<file path="config.mk">
export PLATFORM = sky130hd
export DESIGN_NAME = branch_predictor_btb
export DESIGN_NICKNAME = d
export VERILOG_FILES = /design/src/rtl/branch_predictor_btb_pkg.sv /design/src/rtl/branch_predictor_btb_sat_counter.sv /design/src/rtl/branch_predictor_btb.sv
export SDC_FILE = /design/constraint.sdc
export NUM_CORES = 2
export LEC_CHECK = 0
export BUFFER_PORTS_ARGS = -buffer_cell sky130_fd_sc_hd__buf_2
export CAP_MARGIN = 20
export CORE_ASPECT_RATIO = 1.4
export CORE_UTILIZATION = 40
export DETAILED_ROUTE_END_ITERATION = 16
export GPL_TIMING_DRIVEN = 0
export HOLD_SLACK_MARGIN = 0.03
export PLACE_DENSITY_LB_ADDON = 0.2
export RECOVER_POWER = 100
export SETUP_SLACK_MARGIN = 0.3
export SYNTH_ARGS = -nofsm -noshare
export SYNTH_HDL_FRONTEND = slang
export SYNTH_SLANG_ARGS = --single-unit
export TNS_END_PERCENT = 1
</file>
<file path="constraint.sdc">
create_clock -name clk -period 8.97 [get_ports clk]
set_input_delay 0.897 -clock clk [delete_from_list [all_inputs] [get_ports clk]]
set_output_delay 0.897 -clock clk [all_outputs]
set_load 0.05 [all_outputs]
</file>
<file path="src/rtl/branch_predictor_btb_pkg.sv">
// Shared definitions for the branch predictor: mode encodings, table
// geometry helpers and the PHT counter reset value.
package bp_pkg;

  localparam int MODE_BIMODAL = 0;
  localparam int MODE_GSHARE  = 1;

  // Index width: one BTB/PHT entry per word-aligned PC slot.
  function automatic int idx_bits(input int entries);
    return $clog2(entries);
  endfunction

  // Tag covers every PC bit above the index and the ignored byte offset.
  function automatic int tag_bits(input int xlen, input int entries);
    return xlen - $clog2(entries) - 2;
  endfunction

  // Counters start weakly not-taken: just below the taken threshold.
  function automatic int ctr_reset(input int ctr_bits);
    return (1 << (ctr_bits - 1)) - 1;
  endfunction

endpackage

</file>
<file path="src/rtl/branch_predictor_btb_sat_counter.sv">
// Saturating up/down counter step: purely combinational next value for one
// PHT entry, clamped at 0 and at all-ones.
module sat_counter #(
  parameter int CTR_BITS = 2
) (
  input  logic [CTR_BITS-1:0] value,
  input  logic                inc,
  output logic [CTR_BITS-1:0] result
);

  // Step toward taken or not-taken, holding at either end of the range.
  always_comb begin
    result = value;
    if (inc) begin
      if (value != {CTR_BITS{1'b1}}) result = value + CTR_BITS'(1);
    end else begin
      if (value != {CTR_BITS{1'b0}}) result = value - CTR_BITS'(1);
    end
  end

endmodule

</file>
<file path="src/rtl/branch_predictor_btb.sv">
// Dynamic branch predictor: direct-mapped BTB with a PHT of saturating
// counters, indexed bimodally or gshare-style. IF looks up combinationally;
// EX resolutions train the tables and repair the global history.
module branch_predictor_btb
  import bp_pkg::*;
#(
  parameter int XLEN     = 32,
  parameter int ENTRIES  = 32,
  parameter int CTR_BITS = 2,
  parameter int GHR_BITS = 5,
  parameter int MODE     = 0
) (
  input  logic                clk,
  input  logic                reset,
  input  logic [XLEN-1:0]     if_pc,
  input  logic                if_advance,
  output logic                pred_taken,
  output logic [XLEN-1:0]     pred_target,
  output logic [GHR_BITS-1:0] pred_ghr,
  input  logic                upd_valid,
  input  logic [XLEN-1:0]     upd_pc,
  input  logic                upd_is_cond,
  input  logic                upd_taken,
  input  logic [XLEN-1:0]     upd_target,
  input  logic                upd_mispredict,
  input  logic [GHR_BITS-1:0] upd_ghr,
  output logic [31:0]         perf_updates,
  output logic [31:0]         perf_mispred
);

  localparam int IDX = idx_bits(ENTRIES);
  localparam int TAG = tag_bits(XLEN, ENTRIES);
  localparam logic [CTR_BITS-1:0] CTR_INIT = CTR_BITS'(ctr_reset(CTR_BITS));

  // Tables are flop arrays so the lookup can be an asynchronous read.
  logic                valid_reg   [ENTRIES];
  logic [TAG-1:0]      tag_reg     [ENTRIES];
  logic [XLEN-1:0]     target_reg  [ENTRIES];
  logic                is_cond_reg [ENTRIES];
  logic [CTR_BITS-1:0] ctr_reg     [ENTRIES];

  logic [GHR_BITS-1:0] ghr_reg, ghr_next;
  logic [31:0]         perf_updates_reg, perf_mispred_reg;

  logic [IDX-1:0]      if_idx, if_pht_idx, upd_idx, upd_pht_idx;
  logic [TAG-1:0]      if_tag, upd_tag;
  logic                if_hit, if_cond_hit, btb_wr, pht_wr;
  logic [CTR_BITS-1:0] if_ctr, upd_ctr_next;
  logic                unused_pc_bits;

  // Byte offset within the word never affects prediction.
  assign unused_pc_bits = ^{if_pc[1:0], upd_pc[1:0]};

  // Lookup side: BTB indexed by PC, PHT optionally folded with history.
  assign if_idx      = if_pc[IDX+1:2];
  assign if_tag      = if_pc[XLEN-1:IDX+2];
  assign if_pht_idx  = (MODE == MODE_GSHARE) ? (if_idx ^ IDX'(ghr_reg)) : if_idx;
  assign if_hit      = valid_reg[if_idx] && (tag_reg[if_idx] == if_tag);
  assign if_ctr      = ctr_reg[if_pht_idx];
  assign if_cond_hit = if_hit && is_cond_reg[if_idx];
  assign pred_taken  = if_hit && (!is_cond_reg[if_idx] || if_ctr[CTR_BITS-1]);
  assign pred_target = target_reg[if_idx];
  assign pred_ghr    = ghr_reg;

  // Update side: the PHT index uses the history the branch was predicted with.
  assign upd_idx     = upd_pc[IDX+1:2];
  assign upd_tag     = upd_pc[XLEN-1:IDX+2];
  assign upd_pht_idx = (MODE == MODE_GSHARE) ? (upd_idx ^ IDX'(upd_ghr)) : upd_idx;
  assign btb_wr      = upd_valid && upd_taken;
  assign pht_wr      = upd_valid && upd_is_cond;

  sat_counter #(.CTR_BITS(CTR_BITS)) u_sat_counter (
    .value  (ctr_reg[upd_pht_idx]),
    .inc    (upd_taken),
    .result (upd_ctr_next)
  );

  genvar gi;
  generate
    for (gi = 0; gi < ENTRIES; gi++) begin : g_entry
      // Valid bit: cleared by reset, set when a taken resolution allocates.
      always_ff @(posedge clk or posedge reset) begin
        if (reset) valid_reg[gi] <= 1'b0;
        else if (btb_wr && (upd_idx == IDX'(gi))) valid_reg[gi] <= 1'b1;
      end

      // PHT counter: trained only by conditional branches.
      always_ff @(posedge clk or posedge reset) begin
        if (reset) ctr_reg[gi] <= CTR_INIT;
        else if (pht_wr && (upd_pht_idx == IDX'(gi))) ctr_reg[gi] <= upd_ctr_next;
      end
    end
  endgenerate

  // BTB payload: don't-care while invalid, so it carries no reset.
  always_ff @(posedge clk) begin
    if (btb_wr) begin
      tag_reg[upd_idx]     <= upd_tag;
      target_reg[upd_idx]  <= upd_target;
      is_cond_reg[upd_idx] <= upd_is_cond;
    end
  end

  // History: mispredict repair wins over the speculative fetch-time shift.
  always_comb begin
    ghr_next = ghr_reg;
    if (upd_valid && upd_mispredict) begin
      if (upd_is_cond) ghr_next = (upd_ghr << 1) | GHR_BITS'(upd_taken);
      else             ghr_next = upd_ghr;
    end else if (if_advance && if_cond_hit) begin
      ghr_next = (ghr_reg << 1) | GHR_BITS'(pred_taken);
    end
  end

  // History register and saturating performance counters.
  always_ff @(posedge clk or posedge reset) begin
    if (reset) begin
      ghr_reg          <= '0;
      perf_updates_reg <= '0;
      perf_mispred_reg <= '0;
    end else begin
      ghr_reg <= ghr_next;
      if (upd_valid && (perf_updates_reg != 32'hFFFF_FFFF))
        perf_updates_reg <= perf_updates_reg + 32'd1;
      if (upd_valid && upd_mispredict && (perf_mispred_reg != 32'hFFFF_FFFF))
        perf_mispred_reg <= perf_mispred_reg + 32'd1;
    end
  end

  assign perf_updates = perf_updates_reg;
  assign perf_mispred = perf_mispred_reg;

endmodule

</file>
==> out/qor.log <==
INFO  outcome        run_status=finished, violations left
INFO  outcome        failed_checks=capacitance limit, slew limit
INFO  grt            pin_count_of_the_biggest_net_entering_global_routing=112
INFO  cts            max-clock-path-buffers=3
INFO  synth          netlist_area=0.0788mm2
INFO  floorplan      num_rows=192
INFO  floorplan      fp.dieArea=0.199mm2
INFO  power          switchingPower=4.53mW
INFO  setup_path     timing.reg2reg.worst_path_depth=10
INFO  cts            cts_buffers=194
INFO  power          sw_frac_of_total=0.227
INFO  setup_path     timing.rr.start=tag_reg[21][22]$_DFFE_PP_
INFO  cts            cts.sink_count=2021
INFO  cts            cts_hold_repair.buffers=0
INFO  floorplan      floorplan.core_area=0.196mm2
INFO  cells_and_area syn_to_final_growth=14.3%
INFO  cts            tritoncts=built
INFO  grt            grt_usage=0.229
INFO  floorplan      die_width=377um
INFO  placed_design  place.detailed.hpwl=154000um
INFO  power          comb_pwr_share=0.070
INFO  grt            grt_pass1_wl=316000um
INFO  synth          number_of_flops_mapped_to_enable_cells_by_yosys=1856
INFO  detailed_routing ant_nets=0
INFO  cells_and_area final_common_cell=sky130_fd_sc_hd__edfxtp_1
INFO  timing         timing.fmax=0.121GHz
INFO  synth          total_of_warnings_raised_by_yosys=0
INFO  power          clkPwrFrac=0.403
INFO  placed_design  finalWeightedCongestion=0.800
INFO  power          static-leakage-power=28.6nW
INFO  timing         rsz_0062_raised_after_global_routing=false
INFO  floorplan      initial_utilization=0.403
INFO  synth          ys_async_sr_fraction=0.0816
INFO  synth          netlist.area_leader.share=0.708
INFO  detailed_routing top_layer_used=met5
INFO  timing         period_minus_slack=8250ps
INFO  synth          synth-seq-cells=2021
INFO  detailed_routing dr_wl_met3=14300um
INFO  synth          synth_area_leaders=sky130_fd_sc_hd__edfxtp_1 71%, sky130_fd_sc_hd__mux4_2 16%, sky130_fd_sc_hd__dfrtp_1 4.2%
INFO  worst_hold_path hold_path_class=in -> reg
INFO  detailed_routing met2WireLength=118000um
INFO  setup_path     worst_r2r_setup_slack=4910ps
INFO  synth          number_of_distinct_library_cell_variants_in_the_gate_level_netlist_after_synthesis=66
INFO  setup_path     regToRegEndpoint=pred_ghr[0]$_DFFE_PP0P_
INFO  setup_path     critical_path.endpoint_type=output port
INFO  detailed_routing firstDrtPassIters=6
INFO  setup_path     cpPeakStageDelay=830ps
INFO  setup_path     crit_start=if_pc[3]
INFO  detailed_routing post_drt_wl_per_cell=33.1um
INFO  detailed_routing drtIter0Drc=4151
INFO  cts            cts_root_buffer=sky130_fd_sc_hd__clkbuf_16
INFO  grt            number_of_antenna_violations_at_the_first_check_in_global_routing=15
INFO  timing         holdWs=367ps
INFO  detailed_routing routed_via_density=5.72
INFO  power          internal_power=15.4mW
INFO  detailed_routing drt_wl_total=227000um
INFO  timing         finalHoldViolations=0
INFO  flow_run       max-cap-violations=100
INFO  cts            clock_pin_slew_reported_for_the_worst_setup_and_hold_paths_after_clock_tree_synthesis=70ps
INFO  power          seq_power_share=0.527
INFO  cells_and_area fin_cells=6860
INFO  synth          gate_count_of_the_mapped_netlist=3526
INFO  power          peak_supply_drop=0.000171V
INFO  setup_path     critical_path_buf_inv_count=11
INFO  setup_path     setup.worst_path.class=in -> out
INFO  power          p_per_area=222mW/mm2
INFO  placed_design  place_inst=6491
INFO  timing         period_share=0.920
INFO  timing         skew=29.7ps
INFO  setup_path     cp_cell_sequence=buf_2 > buf_4 > buf_2 > clkbuf_1 > buf_2 > clkbuf_1 > clkbuf_1 > buf_8 > clkbuf_1 > clkbuf_1 > mux4_2 > mux4_2 > mux2_2 > clkbuf_1
INFO  cts            htree_levels=4
INFO  setup_path     critPathCapture=pred_target[6]
INFO  cells_and_area largest_reg_flops=1024
INFO  cts            post_cts_setup_buffers=0
INFO  detailed_routing drc_errors=0
INFO  setup_path     critical-path-top-cell-by-count=sky130_fd_sc_hd__clkbuf_1
INFO  synth          syn_nets=3636
INFO  cts            worstSkewPairLatency=840ps
INFO  floorplan      io_count=210
INFO  detailed_routing met1Wirelength=88200um
INFO  grt            grt_pass1_vias=40600
INFO  timing         fin_tns_setup=0ps
INFO  setup_path     critPathLaunchType=input pin
INFO  setup_path     crit_path_max_fanout=10
INFO  timing         worst-slew-pin-transition=5220ps
INFO  setup_path     cpMaxStageDelayCell=sky130_fd_sc_hd__clkbuf_1
INFO  setup_path     cp_data_arrival_time=7350ps
INFO  setup_path     cpLargestDelayFamily=buffers and inverters
INFO  detailed_routing via_count=39300
INFO  synth          ys_dominant_reg_cell=sky130_fd_sc_hd__edfxtp_1
INFO  synth          synth.yosys.seq_area_share=0.761
INFO  grt            grt_remaining_overflow=0
INFO  placed_design  numPortBuffers=202
INFO  timing         number_of_setup_violations_in_the_final_report=0
INFO  synth          synthDominantAreaCellType=sky130_fd_sc_hd__edfxtp_1
INFO  timing         final_max_slew_viol_count=1767
INFO  cts            post_cts_sizing=0
INFO  synth          avgSynthCellArea=22.3um2
INFO  timing         worst_slew_margin_relative_to_its_limit=-2.48
INFO  floorplan      die-height=527um
INFO  cells_and_area final_cell_mix=1856 x sky130_fd_sc_hd__edfxtp_1, 551 x sky130_fd_sc_hd__mux4_2, 424 x sky130_fd_sc_hd__clkbuf_1
INFO  setup_path     cp_data_required_time=8070ps
INFO  setup_path     crit_path_cell_count=14
INFO  cells_and_area nNetsFinal=4185
INFO  cells_and_area layout-drive-gt1-share=0.271
## worst min-delay path by stage
stage,to,slack [ps],from,cells past startpoint
floorplan,valid_reg[13]$_DFFE_PP0P_,430,valid_reg[13]$_DFFE_PP0P_,1
global placement,valid_reg[21]$_DFFE_PP0P_,450,valid_reg[21]$_DFFE_PP0P_,1
detailed placement,valid_reg[17]$_DFFE_PP0P_,450,valid_reg[17]$_DFFE_PP0P_,1
CTS,perf_mispred[29]$_DFFE_PP0P_,30,reset,2
global route,pred_ghr[4]$_DFFE_PP0P_,350,upd_ghr[4],3
finish,pred_ghr[1]$_DFFE_PP0P_,370,upd_ghr[0],3
## synthesized netlist by cell type (10+ instances only)
master / count
sky130_fd_sc_hd__edfxtp_1: 1856
sky130_fd_sc_hd__mux4_2: 551
sky130_fd_sc_hd__dfrtp_1: 133
sky130_fd_sc_hd__mux2_2: 117
sky130_fd_sc_hd__nor2_1: 97
sky130_fd_sc_hd__clkbuf_1: 94
sky130_fd_sc_hd__mux2i_1: 61
sky130_fd_sc_hd__nand2_1: 60
sky130_fd_sc_hd__o22ai_1: 57
sky130_fd_sc_hd__xnor2_1: 49
sky130_fd_sc_hd__or2_2: 40
sky130_fd_sc_hd__nand3_1: 35
sky130_fd_sc_hd__buf_1: 32
sky130_fd_sc_hd__dfstp_2: 32
sky130_fd_sc_hd__xor2_1: 28
sky130_fd_sc_hd__buf_2: 26
sky130_fd_sc_hd__nand4_1: 25
sky130_fd_sc_hd__buf_4: 15
sky130_fd_sc_hd__nor4_1: 14
sky130_fd_sc_hd__nor3_1: 13
sky130_fd_sc_hd__inv_1: 12
sky130_fd_sc_hd__nand3b_1: 12
sky130_fd_sc_hd__and3_1: 11
sky130_fd_sc_hd__or3b_2: 11
sky130_fd_sc_hd__buf_6: 10
## cell type report
class	instances	area (um2)
clock inverter	102	938
multi-input combinational	1314	18000
fill	16600	106000
clock buffer	251	5170
timing repair buffer	353	1820
inverter	13	50.0
buffer	178	835
sequential	2021	59900
tap	2619	3280
antenna	9	22.5
## cells by family (layout without fill, tap and decap cells)
group | count (synthesis) | after routing | share of synthesized area
DFF | 2021 | 2021 | 0.761
muxes | 733 | 733 | 0.183
and+or+nand+nor | 376 | 376 | 0.0256
buffers and inverters | 191 | 897 | 0.0112
AOI/OAI and AO/OA | 124 | 124 | 0.0109
xor gates and xnor gates | 77 | 77 | 0.00856
adders and majority gates | 4 | 4 | 0.000572
other | 0 | 9 | 0
## power by group through the flow
stage,Combinational (mW),Clock (mW),Sequential [mW]
after floorplan,0.747,0,10.8
after CTS,1.44,8.19,10.5
final,1.39,8.05,10.5
after global placement,1.37,0,10.7
after global routing,1.47,8.50,10.5
after detailed placement,1.44,0,10.7
## tightest hold or removal path: stages
cell	delay [ps]
sky130_fd_sc_hd__buf_2	100
sky130_fd_sc_hd__mux2i_1	70
sky130_fd_sc_hd__o21ai_1	110
## metrics by stage
stage          area, um2  utilization  setup WS, ps  total power [mW]
2_1_floorplan      78800            -          3660              11.6
3_3_place_gp       83000        0.425         -1640              12.1
3_5_place_dp       86200        0.441          1060              12.2
4_1_cts            92300        0.472          1070              20.2
5_1_grt            90000        0.460           529              20.5
6_report           90000        0.460           719              20.0
## layer usage
metal,track usage,vias up
met1,0.290,21500
met2,0.400,1473
met4,0.0715,10
met5,0,-
met3,0.0392,349
li1,-,15900
No activity file was read; power rests on OpenSTA's default activity.
